--- src/rtl/id_scoreboard.sv ---
// Decode-stage issue scoreboard: tracks in-flight register writes,
// stalls on RAW/WAW hazards or a full write window, counts stalls.
module id_scoreboard #(
    parameter int MAX_OUT = 4,
    parameter int CNT_W   = 16
) (
    input  logic                         clk,
    input  logic                         rst,
    input  logic                         id_valid,
    input  logic [6:0]                   opcode,
    input  logic [4:0]                   rs1,
    input  logic [4:0]                   rs2,
    input  logic [4:0]                   rd,
    input  logic                         wb_valid,
    input  logic [4:0]                   wb_rd,
    input  logic                         flush,
    output logic                         issue,
    output logic                         stall,
    output logic [31:0]                  busy,
    output logic [$clog2(MAX_OUT+1)-1:0] out_cnt,
    output logic [CNT_W-1:0]             stall_cnt,
    output logic                         wb_err
);

    localparam int OW = $clog2(MAX_OUT + 1);

    logic [31:0]      busy_q, busy_d;
    logic [OW-1:0]    out_cnt_q, out_cnt_d;
    logic [CNT_W-1:0] stall_cnt_q, stall_cnt_d;
    logic             wb_err_q, wb_err_d;

    logic        use_rs1, use_rs2, use_rd;
    logic        clr_any, set_any, hazard;
    logic [31:0] clr, set, eff;

    always_comb begin
        use_rs1 = 1'b0;
        use_rs2 = 1'b0;
        use_rd  = 1'b0;
        unique case (opcode)
            7'b0110011: begin
                use_rs1 = 1'b1;
                use_rs2 = 1'b1;
                use_rd  = 1'b1;
            end
            7'b0010011, 7'b0000011, 7'b1100111: begin
                use_rs1 = 1'b1;
                use_rd  = 1'b1;
            end
            7'b0100011, 7'b1100011: begin
                use_rs1 = 1'b1;
                use_rs2 = 1'b1;
            end
            7'b0110111, 7'b0010111, 7'b1101111: begin
                use_rd = 1'b1;
            end
            default: ;
        endcase
    end

    // busy_q[0] is never set, so a writeback to x0 never clears anything
    always_comb begin
        clr_any = wb_valid & busy_q[wb_rd];
        clr     = '0;
        if (clr_any) clr[wb_rd] = 1'b1;
        eff = busy_q & ~clr;
    end

    always_comb begin
        hazard = 1'b0;
        if (use_rs1 && rs1 != 5'd0 && eff[rs1]) hazard = 1'b1;
        if (use_rs2 && rs2 != 5'd0 && eff[rs2]) hazard = 1'b1;
        if (use_rd && rd != 5'd0) begin
            if (eff[rd]) hazard = 1'b1;
            if ((out_cnt_q - OW'(clr_any)) == OW'(MAX_OUT)) hazard = 1'b1;
        end
        issue   = id_valid & ~hazard & ~flush;
        stall   = id_valid & ~issue;
        set_any = issue & use_rd & (rd != 5'd0);
        set     = '0;
        if (set_any) set[rd] = 1'b1;
    end

    always_comb begin
        busy_d      = (busy_q & ~clr) | set;
        out_cnt_d   = out_cnt_q + OW'(set_any) - OW'(clr_any);
        wb_err_d    = wb_err_q | (wb_valid & ~busy_q[wb_rd]);
        stall_cnt_d = stall_cnt_q;
        if (stall && stall_cnt_q != {CNT_W{1'b1}})
            stall_cnt_d = stall_cnt_q + 1'b1;
        if (flush) begin
            busy_d    = '0;
            out_cnt_d = '0;
            wb_err_d  = wb_err_q;
        end
    end

    always_ff @(posedge clk) begin
        if (rst) begin
            busy_q      <= '0;
            out_cnt_q   <= '0;
            stall_cnt_q <= '0;
            wb_err_q    <= 1'b0;
        end else begin
            busy_q      <= busy_d;
            out_cnt_q   <= out_cnt_d;
            stall_cnt_q <= stall_cnt_d;
            wb_err_q    <= wb_err_d;
        end
    end

    assign busy      = busy_q;
    assign out_cnt   = out_cnt_q;
    assign stall_cnt = stall_cnt_q;
    assign wb_err    = wb_err_q;

endmodule
--- config.mk ---
export PLATFORM = sky130hd
export DESIGN_NAME = id_scoreboard
export DESIGN_NICKNAME = d
export VERILOG_FILES = /design/src/rtl/id_scoreboard.sv
export SDC_FILE = /design/constraint.sdc
export NUM_CORES = 1
export LEC_CHECK = 0
export BUFFER_PORTS_ARGS = -buffer_cell sky130_fd_sc_hd__buf_2
export CORE_UTILIZATION = 47
export DETAILED_ROUTE_END_ITERATION = 6
export PLACE_DENSITY_LB_ADDON = 0.08
export SYNTH_ARGS = -nofsm -noshare
export SYNTH_HDL_FRONTEND = slang
export SYNTH_SLANG_ARGS = --single-unit
--- constraint.sdc ---
create_clock -name clk -period 10.9 [get_ports clk]
set_input_delay 0.545 -clock clk [delete_from_list [all_inputs] [get_ports clk]]
set_output_delay 0.545 -clock clk [all_outputs]
set_load 0.005 [all_outputs]
==> results.yml <==
clocking:
  cts_num_sinks: 52
  postCtsSetupRepairBufs: 0
  htree_levels: 2
  ctsRootBufferMaster: "clkbuf_8"
  cts_buffers: 5
  clockBufferDepth: 2
  ctsResizeCount: 0
  cts.clk_slew.worst_paths_ns: 0.10
  holdBufCountCts: 0
  cts_tree: "built"
  clock_latency_ns: 0.32
setup_path:
  endpoint_kind: "flip-flop"
  cp_max_fo: 27
  crit_arrival_ns: 6.51
  startpoint: "wb_rd[1]"
  critPathRequiredTime_ns: 11.10
  startpoint_type: "primary input"
  path_class: "primary input to flip-flop"
  rr_startpoint: "busy[23]$_SDFF_PP0_"
sta:
  setup_tns_ns: 0
  finalCritPeriodShare_pct: 57.9
  skew_ns: 0.00787
  maxSlewHeadroom_pct: 40.4
  rsz0062_at_grt: "no"
  finalWorstSetupSlack_ns: 4.59
  max_freq_ghz: 0.158
  setup_viol: 0
  tightest_slew_ns: 0.885
  hold_ws_ns: 0.463
  hold_viol: 0
  fin_crit_ns: 6.31
  slew_viol_final: 0
power:
  p_per_area_mw_per_mm2: 76.6
  fin_total_pwr_w: 0.000397
  ir_worst_vdd_v: 0.0000487
  switchingPower_w: 0.000133
  power_frac_comb_pct: 22.5
  p_int_w: 0.000264
  swShare_pct: 33.4
  p_leak_nw: 1.92
  clock_power_share_pct: 28.9
  seqPwrFrac_pct: 48.5
detailed_routing:
  avgRoutedWirePerCell_um: 24.2
  viasPerCell: 6.92
  dr_wl_met3_um: 2610
  drt_iter0_markers: 512
  met1Wirelength_um: 7970
  wl_met2_um: 7990
  vias: 5522
  ant_nets: 0
  drc_errors: 0
  top_layer: "met4"
  drtPass1Iterations: 5
  wl_um: 19300
cells_and_area:
  final_common_cell: "buf_2"
  final_cell_mix: "buf_2 (85), dfxtp_1 (52), nand2_1 (48)"
  area_growth_pct: 10.1
  seq_area_mm2: 0.00104
  postLayoutCellArea_mm2: 0.00518
  nets: 701
  multi_input_area_mm2: 0.00333
  diodes: 0
  num-fill-cells: 999
  drive_above_1_share_pct: 19.5
hold_path:
  hold_path_class: "flip-flop to flip-flop"
  min_from: "wb_err$_SDFFE_PP0N_"
place:
  pre_cts_slack_ns: 4.33
  place_hpwl_um: 14100
  placed_area_mm2: 0.00509
  gp_congestion: 1.02
  io_buffers: 85
outcome:
  outcome: "complete, no violations"
floorplanning:
  die_x_um: 102
  std_cell_rows: 36
  core_area_mm2: 0.00973
  initial_core_util_pct: 48.4
  fp.dieH_um: 102
  dieArea_mm2: 0.0104
  ioPinCount: 86
grt:
  grt_overflow: 0
  grt_max_degree: 34
  grtUsageTotal_pct: 37.2
  grt_pass1_vias: 4848
  grt_pass1_wl_um: 28600
  antenna_found_initial: 0
logic_synthesis:
  synthCells: 624
  syn_nets: 661
  async_reset_ff_share_pct: 0
  synth_cell_types: 80
  yosys_register_bits: 52
  synthFlopType: "dfxtp_1"
  syn-cell-area_mm2: 0.00470
  yosysWarnings: 0
  syn_area_per_cell_um2: 7.54
  synth_edf_count: 0
  synth_seq_area_share_pct: 22.1
flow_run:
  cap_violations: 0
[metrics by stage]
stage | cells | util [%]
after floorplan | 624 | -
after global placement | 790 | 52.3
after detailed placement | 790 | 52.3
after CTS | 798 | 53.2
after global routing | 798 | 53.2
final | 798 | 53.2
[worst paths after layout]
check,to,slack (ns),cells past startpoint
worst min register to register,wb_err$_SDFFE_PP0N_,0.46,2
worst min-delay path,wb_err$_SDFFE_PP0N_,0.46,2
worst max-delay path,out_cnt[2]$_SDFF_PP0_,4.59,25
worst max register to register,out_cnt[2]$_SDFF_PP0_,4.77,24
[layout make-up]
class | instances | share of cell area, %
clock buffer | 7 | 1.47
tap | 133 | 3.21
timing repair buffer | 90 | 8.94
inverter | 24 | 1.79
clock inverter | 1 | 0.169
sequential | 52 | 20.1
multi-input combinational | 491 | 64.3
[critical path, cell delays in order]
cell and delay [ns]:
buf_2 0.47, mux4_2 0.41, a22o_1 0.25, a2111oi_2 0.36
nand3_1 0.36, and2_1 0.32, ha_1 0.19, xor2_1 0.14
nand3_1 0.08, o2111ai_1 0.09, a2111oi_0 0.45, o211ai_1 0.15
a211oi_1 0.27, a41oi_1 0.25, nor4b_4 0.43, nand2_4 0.13
inv_4 0.19, nand2_4 0.14, ha_1 0.30, inv_1 0.04
ha_1 0.18, fa_1 0.38, xnor2_1 0.18, xnor2_1 0.13
nor2_1 0.05
[cells in the mapped netlist, types with 14 or more instances]
master	number	area share, %
a21oi_1	29	3.1
clkbuf_1	44	3.5
dfxtp_1	52	22
inv_1	22	1.8
mux2i_1	26	5.5
nand2_1	48	3.8
nand3_1	41	4.4
nor2_1	35	2.8
nor2b_1	16	2.1
nor3_1	14	1.5
o21ai_0	34	3.6
o22ai_1	15	2.0
[layer usage]
metal / up-vias / global-route usage (%)
met5: - / 0
met4: 0 / 15.8
met3: 65 / 11.2
met2: 411 / 52.2
met1: 2583 / 52.4
li1: 2463 / -
[logic make-up after synthesis]
kind of cell | count (synthesis) | synth area share, %
muxes | 39 | 9.60
buffers and inverters | 81 | 7.10
xor gates and xnor gates | 3 | 0.559
and+or+nand+nor | 239 | 28.0
AOI/OAI and AO/OA | 205 | 31.1
DFF | 52 | 22.1
adders and majority gates | 5 | 1.49
[power by group through the flow]
stage / Combinational (W) / Sequential (W) / Clock (W)
after floorplan: 0.0000604 / 0.000197 / 0
after global placement: 0.0000849 / 0.000197 / 0
after detailed placement: 0.0000857 / 0.000197 / 0
after CTS: 0.0000859 / 0.000193 / 0.000115
after global routing: 0.0000950 / 0.000193 / 0.000122
final: 0.0000894 / 0.000193 / 0.000115
[sequential cells by signal, indices dropped and copies added (netlist names)]
register / count
busy: 32
out_cnt: 3
stall_cnt: 16
wb_err: 1
(Power assumes the default switching activity.)
